## src/rtl/wb_pwm_sync_pkg.sv

```systemverilog
// Shared constants for the Wishbone multi-channel PWM: register word addresses,
// CTRL field positions and the counter snapshot offset in the PERIOD readback.
package wb_pwm_sync_pkg;

  localparam int unsigned ADDR_CTRL      = 0;
  localparam int unsigned ADDR_PERIOD    = 1;
  localparam int unsigned ADDR_DUTY_BASE = 2;

  localparam int unsigned CTRL_EN_BIT    = 0;
  localparam int unsigned CTRL_PRESC_LSB = 16;

  localparam int unsigned PERIOD_CNT_LSB = 16;

endpackage

```

## src/rtl/wb_pwm_sync_channel.sv

```systemverilog
// One PWM channel: shadow duty register, boundary-synchronous active copy
// and the registered duty comparator.
module wb_pwm_sync_channel
  import wb_pwm_sync_pkg::*;
#(
  parameter int RES_WIDTH = 8
) (
  input  logic                 wb_clk_i,
  input  logic                 wb_rst_ni,
  input  logic                 en,
  input  logic                 boundary,
  input  logic                 duty_we,
  input  logic [RES_WIDTH-1:0] duty_wdata,
  input  logic [RES_WIDTH-1:0] cnt,
  output logic [RES_WIDTH-1:0] duty_shadow,
  output logic                 pwm
);

  logic [RES_WIDTH-1:0] duty_active;

  // The active copy samples the shadow before this cycle's write lands, so a
  // write coinciding with a boundary waits for the following one.
  always_ff @(posedge wb_clk_i or negedge wb_rst_ni) begin
    if (!wb_rst_ni) begin
      duty_shadow <= '0;
      duty_active <= '0;
      pwm         <= 1'b0;
    end else begin
      if (duty_we) duty_shadow <= duty_wdata;
      if (!en || boundary) duty_active <= duty_shadow;
      pwm <= en && (cnt < duty_active);
    end
  end

endmodule

```

## src/rtl/wb_pwm_sync.sv

```systemverilog
// Wishbone B4 pipelined multi-channel PWM with double-buffered period/duty.
// Define WB_PWM_SYNC_READBACK_EN to enable register readback; otherwise reads return 0.
module wb_pwm_sync
  import wb_pwm_sync_pkg::*;
#(
  parameter int RES_WIDTH   = 8,
  parameter int CHANNEL_NUM = 3,
  parameter int PRESC_WIDTH = 16,
  parameter int ADR_WIDTH   = 4
) (
  input  logic                   wb_clk_i,
  input  logic                   wb_rst_ni,
  input  logic                   wb_cyc_i,
  input  logic                   wb_stb_i,
  input  logic                   wb_we_i,
  input  logic [ADR_WIDTH-1:0]   wb_adr_i,
  input  logic [31:0]            wb_dat_i,
  output logic [31:0]            wb_dat_o,
  output logic                   wb_stall_o,
  output logic                   wb_ack_o,
  output logic [CHANNEL_NUM-1:0] pwm_channel
);

  logic                                  req;
  logic                                  wr;
  logic                                  ctrl_we;
  logic                                  period_we;
  logic [CHANNEL_NUM-1:0]                duty_we;
  logic                                  en;
  logic [PRESC_WIDTH-1:0]                presc;
  logic [PRESC_WIDTH-1:0]                presc_cnt;
  logic [RES_WIDTH-1:0]                  period_shadow;
  logic [RES_WIDTH-1:0]                  period_active;
  logic [RES_WIDTH-1:0]                  cnt;
  logic                                  tick;
  logic                                  boundary;
  logic [CHANNEL_NUM-1:0][RES_WIDTH-1:0] duty_shadow;
  logic                                  unused_dat;

  assign req        = wb_cyc_i & wb_stb_i;
  assign wr         = req & wb_we_i;
  assign ctrl_we    = wr && (wb_adr_i == ADR_WIDTH'(ADDR_CTRL));
  assign period_we  = wr && (wb_adr_i == ADR_WIDTH'(ADDR_PERIOD));
  assign wb_stall_o = 1'b0;
  assign unused_dat = ^wb_dat_i;

  assign tick     = en && (presc_cnt == presc);
  assign boundary = tick && (cnt == period_active);

  always_ff @(posedge wb_clk_i or negedge wb_rst_ni) begin
    if (!wb_rst_ni) begin
      wb_ack_o      <= 1'b0;
      en            <= 1'b0;
      presc         <= '0;
      presc_cnt     <= '0;
      period_shadow <= '1;
      period_active <= '1;
      cnt           <= '0;
    end else begin
      wb_ack_o <= req;
      if (ctrl_we) begin
        en    <= wb_dat_i[CTRL_EN_BIT];
        presc <= wb_dat_i[CTRL_PRESC_LSB +: PRESC_WIDTH];
      end
      if (period_we) period_shadow <= wb_dat_i[RES_WIDTH-1:0];
      // Disabled: counters parked at 0 and the active period tracks the shadow.
      if (!en) begin
        presc_cnt     <= '0;
        cnt           <= '0;
        period_active <= period_shadow;
      end else begin
        presc_cnt <= tick ? '0 : presc_cnt + 1'b1;
        if (tick) cnt <= boundary ? '0 : cnt + 1'b1;
        if (boundary) period_active <= period_shadow;
      end
    end
  end

  for (genvar i = 0; i < CHANNEL_NUM; i++) begin : g_ch
    assign duty_we[i] = wr && (wb_adr_i == ADR_WIDTH'(ADDR_DUTY_BASE + i));

    wb_pwm_sync_channel #(
      .RES_WIDTH(RES_WIDTH)
    ) u_ch (
      .wb_clk_i   (wb_clk_i),
      .wb_rst_ni  (wb_rst_ni),
      .en         (en),
      .boundary   (boundary),
      .duty_we    (duty_we[i]),
      .duty_wdata (wb_dat_i[RES_WIDTH-1:0]),
      .cnt        (cnt),
      .duty_shadow(duty_shadow[i]),
      .pwm        (pwm_channel[i])
    );
  end

`ifdef WB_PWM_SYNC_READBACK_EN
  logic [31:0] rd_data;
  logic [31:0] dat_q;

  always_comb begin
    rd_data = '0;
    if (wb_adr_i == ADR_WIDTH'(ADDR_CTRL)) begin
      rd_data[CTRL_EN_BIT]                   = en;
      rd_data[CTRL_PRESC_LSB +: PRESC_WIDTH] = presc;
    end else if (wb_adr_i == ADR_WIDTH'(ADDR_PERIOD)) begin
      rd_data[RES_WIDTH-1:0]                 = period_shadow;
      rd_data[PERIOD_CNT_LSB +: RES_WIDTH]   = cnt;
    end
    for (int i = 0; i < CHANNEL_NUM; i++) begin
      if (wb_adr_i == ADR_WIDTH'(ADDR_DUTY_BASE + i)) rd_data[RES_WIDTH-1:0] = duty_shadow[i];
    end
  end

  // Data is only driven in the ack cycle of a read.
  always_ff @(posedge wb_clk_i or negedge wb_rst_ni) begin
    if (!wb_rst_ni) dat_q <= '0;
    else            dat_q <= (req && !wb_we_i) ? rd_data : '0;
  end

  assign wb_dat_o = dat_q;
`else
  logic unused_rd;

  assign wb_dat_o  = '0;
  assign unused_rd = ^duty_shadow;
`endif

endmodule
```

## config.mk

```make
export PLATFORM = sky130hd
export DESIGN_NAME = wb_pwm_sync
export DESIGN_NICKNAME = d
export VERILOG_FILES = /design/src/rtl/wb_pwm_sync_pkg.sv /design/src/rtl/wb_pwm_sync_channel.sv /design/src/rtl/wb_pwm_sync.sv
export SDC_FILE = /design/constraint.sdc
export NUM_CORES = 1
export LEC_CHECK = 0
export BUFFER_PORTS_ARGS = -buffer_cell sky130_fd_sc_hd__buf_2
export CORE_MARGIN = 5
export CORE_UTILIZATION = 30
export DETAILED_ROUTE_END_ITERATION = 6
export GPL_TIMING_DRIVEN = 0
export SLEW_MARGIN = 0
export SYNTH_ARGS = -nofsm -noshare
export SYNTH_HDL_FRONTEND = slang
export SYNTH_SLANG_ARGS = --single-unit
export TNS_END_PERCENT = 30
```

## constraint.sdc

```tcl
create_clock -name wb_clk_i -period 3 [get_ports wb_clk_i]
set_input_delay 0.6 -clock wb_clk_i [delete_from_list [all_inputs] [get_ports wb_clk_i]]
set_output_delay 0.6 -clock wb_clk_i [all_outputs]
set_load 0.02 [all_outputs]
```

==> results of run 1 <==
==> where the power goes <==
| group | leakage, nW | switching (W) | internal [W] |
|---|---|---|---|
| Sequential | 1.42 | 0.000114 | 0.00167 |
| Combinational | 1.66 | 0.000358 | 0.000383 |
| Clock | 0.147 | 0.000554 | 0.000602 |
| Total | 3.23 | 0.00103 | 0.00266 |
==> synth_stat cells (6+ instances only) <==
master and number:
inv_1 23, buf_4 36, a21oi_1 6, ha_1 23, dfstp_2 16, xor2_1 25
nand3_1 9, xnor2_1 12, nor2_1 20, dfrtp_1 93, mux2_2 51, mux2_4 30
o21ai_0 7, nand2_1 17
==> cell families (layout without fill, tap and decap cells) <==
| logic type | count (synthesis) | in the layout | share of synthesized area |
|---|---|---|---|
| xor gates and xnor gates | 38 | 38 | 0.0605 |
| other | 1 | 33 | 0.000667 |
| AOI/OAI and AO/OA | 33 | 33 | 0.0421 |
| muxes | 81 | 81 | 0.182 |
| adders and majority gates | 23 | 23 | 0.0512 |
| and+or+nand+nor | 91 | 91 | 0.0968 |
| DFF | 109 | 109 | 0.489 |
| buffers and inverters | 67 | 120 | 0.0777 |
==> per-stage QoR <==
stage	total power [W]	worst slack [ns]	area (µm²)
6_report	0.00368	0.606	6540
5_1_grt	0.00388	0.369	6540
4_1_cts	0.00374	0.571	6540
3_5_place_dp	0.00256	0.302	6240
3_3_place_gp	0.00253	0.0945	6210
2_1_floorplan	0.00235	0.831	5740
==> cell usage in the layout, fill, tap and decap left out, drive strengths merged, types with 5 or more instances in the layout <==
cell type  netlist  final
nand4            6      6
dfrtp           93     93
xor2            26     26
dfstp           16     16
a21oi            6      6
nand2           17     17
nand3            9      9
clkbuf           4     14
buf             40     77
and3             6      6
conb             1     33
ha              23     23
nor2            20     20
inv             23     26
xnor2           12     12
nor4             5      5
mux2            81     81
o21ai            8      8
==> critical path: cells and delay by family (launching register included) <==
kind,cells,cell delay [ns]
simple gates,3,1.28
flops,1,0.49
compound gates,1,0.30
xor+xnor,1,0.20
==> sequential cells by signal, summed over array words and instances, names as in the netlist <==
signal,cells
g_ch.u_ch.duty_active,24
en,1
period_shadow,8
wb_ack_o,1
g_ch.u_ch.pwm,3
presc_cnt,16
period_active,8
g_ch.u_ch.duty_shadow,24
presc,16
cnt,8
==> final cells by class <==
| type | instances | area [µm²] | area share |
|---|---|---|---|
| Sequential cell | 109 | 2750 | 0.420 |
| Clock inverter | 6 | 53.8 | 0.00823 |
| Clock buffer | 10 | 239 | 0.0366 |
| Inverter | 23 | 86.3 | 0.0132 |
| Tap cell | 234 | 293 | 0.0448 |
| Multi-Input combinational cell | 299 | 2560 | 0.391 |
| Timing Repair Buffer | 37 | 210 | 0.0322 |
| Buffer | 44 | 350 | 0.0536 |
==> metal layers <==
metal	wire (µm)	vias to the layer above	track usage	share of wire
met1	4890	1642	0.131	0.45
met2	5410	74	0.177	0.49
met5	0	-	0	0
met3	475	13	0.0253	0.043
met4	214	0	0.0457	0.019
li1	-	1632	-	-
==> worst max-delay path by stage <==
| stage | end | slack, ns | from |
|---|---|---|---|
| after floorplan | g_ch[0].u_ch.duty_active[2] | 0.83 | period_active[1] |
| after global placement | wb_ack_o | 0.09 | wb_rst_ni |
| after detailed placement | presc[13] | 0.30 | wb_adr_i[0] |
| after CTS | g_ch[1].u_ch.duty_active[7] | 0.57 | cnt[1] |
| after global routing | cnt[3] | 0.37 | cnt[1] |
| final | cnt[4] | 0.61 | cnt[1] |
==> impl_metrics.toml, run 1 <==
[run_status]
status = "finished clean"

[sta]
setup_tns_ns = 0
period_needed_ns = 2.39
post-route-period-util = 0.798
slew_viol_final = 0
setup_viol = 0
hold_viol = 0
fmax_ghz = 0.418
clock_skew_ns = 0.0124
tightest_slew_ns = 1.09
rsz0062_at_grt = "no"
fin_hold_ws_ns = 0.238
relSlewSlack = 0.266

[floorplanning]
initial_core_util = 0.303
die_h_um = 147
fp-row-count = 50
io-pin-count = 78
die_w_um = 147
die_area_um2 = 21600
core_area_um2 = 18600

[critical_path]
crit_path_cell_trace = "xnor2_1 -> nand2_1 -> nor4_1 -> nor2_1 -> a32o_1"
worstReg2RegStart = "cnt[1]"
worstSetupStartpointType = "flip-flop"
cp_data_required_time_ns = 3.24
critPathKind = "reg -> reg"
worstPathArrival_ns = 2.63
crit_slowest_cell = "nor4_1"
end_kind = "flip-flop"
ff2ff_setup_slack_ns = 0.61
r2r_end = "cnt[4]"
critPathMaxFanout = 8
max_stage_delay_ns = 0.93
ff2ff_path_depth = 5

[placed_design]
place_hpwl_mm = 8.22
gp_congestion = 0.767
dp_cells = 746
port_buffers = 36

[logic_synthesis]
synth.distinct_cells = 50
synth_edf_count = 0
synth_top_area_frac = 0.414
syn_area_per_cell_um2 = 12.7
synth_area_leaders = "dfrtp_1, mux2_2, mux2_4"
synth_flop_cell = "dfrtp_1"
ys_warn_count = 0
ys_ff_latch = 109
synth.cell_area_um2 = 5620
seq_area_frac_synth = 0.489
synth_top_cell_by_area = "dfrtp_1"
synthCells = 443
async_flop_share = 1.00

[route]
post_drt_wl_per_cell_um = 14.4
routed_wl_mm = 11.0
dr.pass1.iters = 4
ant_nets = 0
drc_errors = 0
routed_via_density = 4.41
drtIter0Drc = 124
routed-via-count = 3361

[finish]
final_nets = 587
synthToLayoutAreaGrowth_pct = 16.3
antenna_cells = 0
fin_util = 0.352
drive_above_1_share = 0.384
fin_cells = 762
fillers = 1821

[global_route]
grt_start_max_net_pins = 70
grt_pass1_wl_mm = 18.2
grt_antenna_before_repair = 0
grt_overflow_total = 0
grt_use_total = 0.106
first_global_vias = 3596

[clocking]
cts_buffers = 9
cts-hold-fix-buffers = 0
cts.repair.resized = 0
clk_pin_slew_worst_paths_ns = 0.07
cts_tree = "done"
cts_root_buf = "clkbuf_16"
insertion_delay_ns = 0.35
postCtsSetupRepairBufs = 0
htree_num_levels = 3
cts_buffer_depth = 2
clock_sinks = 109

[power_and_ir_drop]
vdd_drop_max_uv = 282
p_leak_nw = 3.23
power_density_nw_per_um2 = 563

[job]
drv_cap = 0

[worst_hold_path]
hp-class = "in -> async"
Note: power is estimated with default switching activity, not from simulation.
==> inputs of run 2 (changes only) <==
- clock period: 3 -> 2.1 ns (I/O delays scaled with it)
==> run 2 against run 1 <==
  * The run now ends with negative setup slack left
  * Via count increased by 5.0%
  * Sequential share of layout area decreased by 1.9 points
  * Non-clock buffer count increased by 19
  * Clock skew increased by 0.0031 ns
  * Critical path depth increased by 2
  * Clock power increased by 60%
  * Die area unchanged
  * Maximum frequency increased by 6.4%
  * Highest routed layer unchanged
==> impl_metrics.toml, run 2 (synthesized netlist as in run 1, its figures left out) <==
[power_and_ir_drop]
p_leak_nw = 3.38
vdd_drop_max_uv = 410
power_density_nw_per_um2 = 825

[route]
routed_wl_mm = 11.5
drtIter0Drc = 108
post_drt_wl_per_cell_um = 14.8
routed-via-count = 3529
ant_nets = 0
dr.pass1.iters = 6
drc_errors = 0
routed_via_density = 4.52

[placed_design]
placement.setup.worst_slack_ns = -0.386
port_buffers = 36
place_hpwl_mm = 8.19
gp_congestion = 0.775
placed_area_um2 = 6250

[sta]
setup_viol = 35
relSlewSlack = 0.362
tightest_slew_ns = 0.953
hold_viol = 0
slew_viol_final = 0
rsz0062_at_grt = "yes"
fmax_ghz = 0.444
period_needed_ns = 2.25
post-route-period-util = 1.07
setup_tns_ns = -3.62
clock_skew_ns = 0.0155
fin_hold_ws_ns = 0.0459
post-route-worst-setup-slack_ns = -0.151

[finish]
synthToLayoutAreaGrowth_pct = 22.3
fin_util = 0.370
final_cell_mix = "dfrtp_1, mux2_2, buf_4"
final_nets = 606
drive_above_1_share = 0.430
largest_registers = "g_ch.u_ch.duty_active (24), g_ch.u_ch.duty_shadow (24)"
final_common_cell = "dfrtp_1"
antenna_cells = 0
fillers = 1786
fin_area_um2 = 6870

[global_route]
grt_use_total = 0.106
grt_start_max_net_pins = 71
grt_antenna_before_repair = 0
first_global_vias = 3647
grt_overflow_total = 0
grt_pass1_wl_mm = 18.5

[clocking]
clk_pin_slew_worst_paths_ns = 0.07
clock_sinks = 109
cts_buffer_depth = 2
cts_root_buf = "clkbuf_16"
htree_num_levels = 3
cts-hold-fix-buffers = 0
cts_buffers = 9
insertion_delay_ns = 0.36
cts_tree = "done"

[critical_path]
max_stage_delay_ns = 0.56
crit_family = "simple AND/OR/NAND/NOR gates"
ff2ff_path_depth = 7
critPathMaxFanout = 5
worstSetupStartpointType = "flip-flop"
r2r_end = "g_ch[1].u_ch.duty_active[6]"
crit_path_cell_trace = "xnor2_2 -> nand2_1 -> or4_4 -> o21ai_4 -> buf_12 -> clkbuf_16 -> mux2_4"
worstReg2RegStart = "period_active[0]"
end_kind = "flip-flop"
crit_slowest_cell = "dfstp_2"
critPathKind = "reg -> reg"
ff2ff_setup_slack_ns = -0.15
worstPathArrival_ns = 2.49
critPathBufInv = 2
cp_data_required_time_ns = 2.34

[job]
drv_cap = 0

[floorplanning]
fp-row-count = 50
io-pin-count = 78
core_area_um2 = 18600
die_h_um = 147
die_w_um = 147
die_area_um2 = 21600
initial_core_util = 0.303

[worst_hold_path]
hp-class = "in -> async"

[run_status]
status = "finished with violations"
violations = "negative setup slack"
## run 2: routing by layer
| metal | vias to the layer above | part of all wire | GRT usage |
|---|---|---|---|
| li1 | 1680 | - | - |
| met1 | 1751 | 0.44 | 0.133 |
| met2 | 76 | 0.49 | 0.176 |
| met3 | 22 | 0.041 | 0.0231 |
| met4 | 0 | 0.026 | 0.0494 |
| met5 | - | 0 | 0 |
## run 2: power by group
group / internal, W / total (W) / switching, W
Sequential: 0.00239 / 0.00256 / 0.000172
Combinational: 0.000686 / 0.00125 / 0.000565
Clock: 0.00106 / 0.00186 / 0.000800
Total: 0.00413 / 0.00567 / 0.00154
## run 2: worst max path at each step
stage	depth (start not counted)	start	slack, ns	end
2_1_floorplan	6	period_active[4]	-0.04	g_ch[0].u_ch.duty_active[2]
5_1_grt	7	period_active[0]	-0.19	g_ch[1].u_ch.duty_active[6]
6_report	7	period_active[0]	-0.15	g_ch[1].u_ch.duty_active[6]
4_1_cts	7	period_active[0]	-0.14	g_ch[1].u_ch.duty_active[0]
3_5_place_dp	5	wb_adr_i[0]	-0.39	presc[8]
3_3_place_gp	1	wb_rst_ni	-0.61	presc[8]
## run 2: repair_timing
| item | CTS | global route |
|---|---|---|
| setup endpoints to repair | 54 | 47 |
| pin swaps | 1 | 4 |
| resized for setup | 11 | 7 |
| setup buffers | 7 | 9 |
| gates cloned | 1 | 2 |
## run 2: final cells by class
cell class	count	area (µm²)	share of cell area
flip-flops and latches	109	2760	0.401
multi-input cells	299	2630	0.383
repair buffers	56	433	0.0630
plain buffers	44	352	0.0512
well taps	234	293	0.0426
clock buffers	10	229	0.0333
clock inverters	6	93.8	0.0137
inverters	23	86.3	0.0126
## run 2: metrics by stage
step                      std cells  total power [W]
after global routing            781          0.00593
final                           781          0.00567
after floorplan                 475          0.00337
after global placement          745          0.00362
after CTS                       770          0.00567
after detailed placement        746          0.00368
==> inputs of run 3 (changes only) <==
--- a/config.mk
+++ b/config.mk
@@ -11,4 +11,5 @@
 export DETAILED_ROUTE_END_ITERATION = 6
 export GPL_TIMING_DRIVEN = 0
+export SKIP_CTS_REPAIR_TIMING = 1
 export SLEW_MARGIN = 0
 export SYNTH_ARGS = -nofsm -noshare
==> constraint.sdc (replaced) <==
create_clock -name wb_clk_i -period 2.1 [get_ports wb_clk_i]
set_input_delay 0.42 -clock wb_clk_i [delete_from_list [all_inputs] [get_ports wb_clk_i]]
set_output_delay 0.42 -clock wb_clk_i [all_outputs]
set_load 0.1 [all_outputs]
==> run 3 against run 2 <==
  * The run still ends with negative setup slack left
  * Die area is the same
  * Sequential share of layout area increased by 0.56 points
  * Clock power about the same
  * Largest power group unchanged
  * Highest routed layer unchanged
==> impl_metrics.toml, run 3 (synthesized netlist as in run 1, its figures left out) <==
[power_and_ir_drop]
power_density_nw_per_um2 = 872
p_leak_nw = 3.33
vdd_drop_max_uv = 420

[route]
ant_nets = 0
routed_via_density = 4.52
dr.pass1.iters = 4
drc_errors = 0
drtIter0Drc = 92
post_drt_wl_per_cell_um = 14.9
routed-via-count = 3488
routed_wl_mm = 11.5

[floorplanning]
initial_core_util = 0.303
die_w_um = 147
die_area_um2 = 21600
fp-row-count = 50
core_area_um2 = 18600
io-pin-count = 78
die_h_um = 147

[critical_path]
critPathBufInv = 2
critPathMaxFanout = 7
crit_slowest_cell = "or4_4"
cp_data_required_time_ns = 2.34
max_stage_delay_ns = 0.58
end_kind = "flip-flop"
critPathKind = "reg -> reg"
worstPathArrival_ns = 2.56
crit_family = "simple AND/OR/NAND/NOR gates"
crit_path_cell_trace = "xnor2_2 -> nand2_1 -> or4_4 -> o21ai_4 -> buf_12 -> clkbuf_16 -> mux2_4"
worstSetupStartpointType = "flip-flop"

[placed_design]
dp_cells = 746
place_hpwl_mm = 8.19
port_buffers = 36
gp_congestion = 0.775
placement.setup.worst_slack_ns = -0.386

[sta]
fin_hold_ws_ns = 0.0461
post-route-period-util = 1.10
hold_viol = 0
setup_tns_ns = -5.01
clock_skew_ns = 0.0156
setup_viol = 32
relSlewSlack = 0.373
post-route-worst-setup-slack_ns = -0.220
fmax_ghz = 0.431
rsz0062_at_grt = "yes"
slew_viol_final = 0
period_needed_ns = 2.32
tightest_slew_ns = 0.936

[clocking]
clock_sinks = 109
cts_tree = "done"
cts_buffers = 9
htree_num_levels = 3
clk_pin_slew_worst_paths_ns = 0.07
cts_root_buf = "clkbuf_16"
insertion_delay_ns = 0.36
cts_buffer_depth = 2

[finish]
antenna_cells = 0
final_nets = 596
drive_above_1_share = 0.413
synthToLayoutAreaGrowth_pct = 20.5
fin_cells = 771
final_cell_mix = "dfrtp_1, mux2_2, buf_4"
largest_registers = "g_ch.u_ch.duty_active (24), g_ch.u_ch.duty_shadow (24)"
fillers = 1800
final_common_cell = "dfrtp_1"

[global_route]
grt_use_total = 0.104
grt_overflow_total = 0
grt_start_max_net_pins = 71
grt_pass1_wl_mm = 18.2
grt_antenna_before_repair = 0
first_global_vias = 3592

[run_status]
violations = "negative setup slack"
status = "finished with violations"

[worst_hold_path]
hp-class = "in -> async"

[job]
drv_cap = 0
[run 3: changes by cell type in the layout (fill, tap and decap cells not counted), sizes merged]
| cell | previous run | this run |
|---|---|---|
| buf | 94 | 83 |
| clkbuf | 16 | 17 |
[run 3: cell type report]
class                           count  area [µm²]  area share
Buffer                             44         352      0.0519
Clock buffer                       10         229      0.0338
Clock inverter                      6        93.8      0.0139
Inverter                           23        86.3      0.0127
Multi-Input combinational cell    299        2620       0.387
Sequential cell                   109        2760       0.407
Tap cell                          234         293      0.0432
Timing Repair Buffer               46         343      0.0506
[run 3: path summary, 6_finish.rpt]
path	start	to	slack (ns)	depth (start not counted)
max	period_active[7]	g_ch[0].u_ch.duty_active[6]	-0.22	7
min	wb_rst_ni	g_ch[0].u_ch.pwm	0.05	1
max reg2reg	period_active[7]	g_ch[0].u_ch.duty_active[6]	-0.22	7
min reg2reg	g_ch[1].u_ch.duty_shadow[2]	g_ch[1].u_ch.duty_active[2]	0.50	1
max in group asynchronous	wb_rst_ni	period_shadow[0]	1.29	2
min in group wb_clk_i	wb_dat_i[18]	presc[2]	0.29	2
[run 3: metal layers]
metal | wire length (µm) | track usage
met4 | 217 | 0.0447
met2 | 5630 | 0.173
met1 | 5180 | 0.131
met3 | 437 | 0.0238
met5 | 0 | 0
[run 3: through the flow]
step                      total power [W]  utilization  area [µm²]
after floorplan                   0.00367            -        5750
after global placement            0.00393        0.335        6220
after detailed placement          0.00398        0.336        6250
after CTS                         0.00586        0.354        6570
after global routing              0.00616        0.365        6780
final                             0.00590        0.365        6780
[run 3: report_power, final]
part / internal [W] / switching [W]
registers: 0.00239 / 0.000170
logic: 0.000630 / 0.000858
clock network: 0.00106 / 0.000801
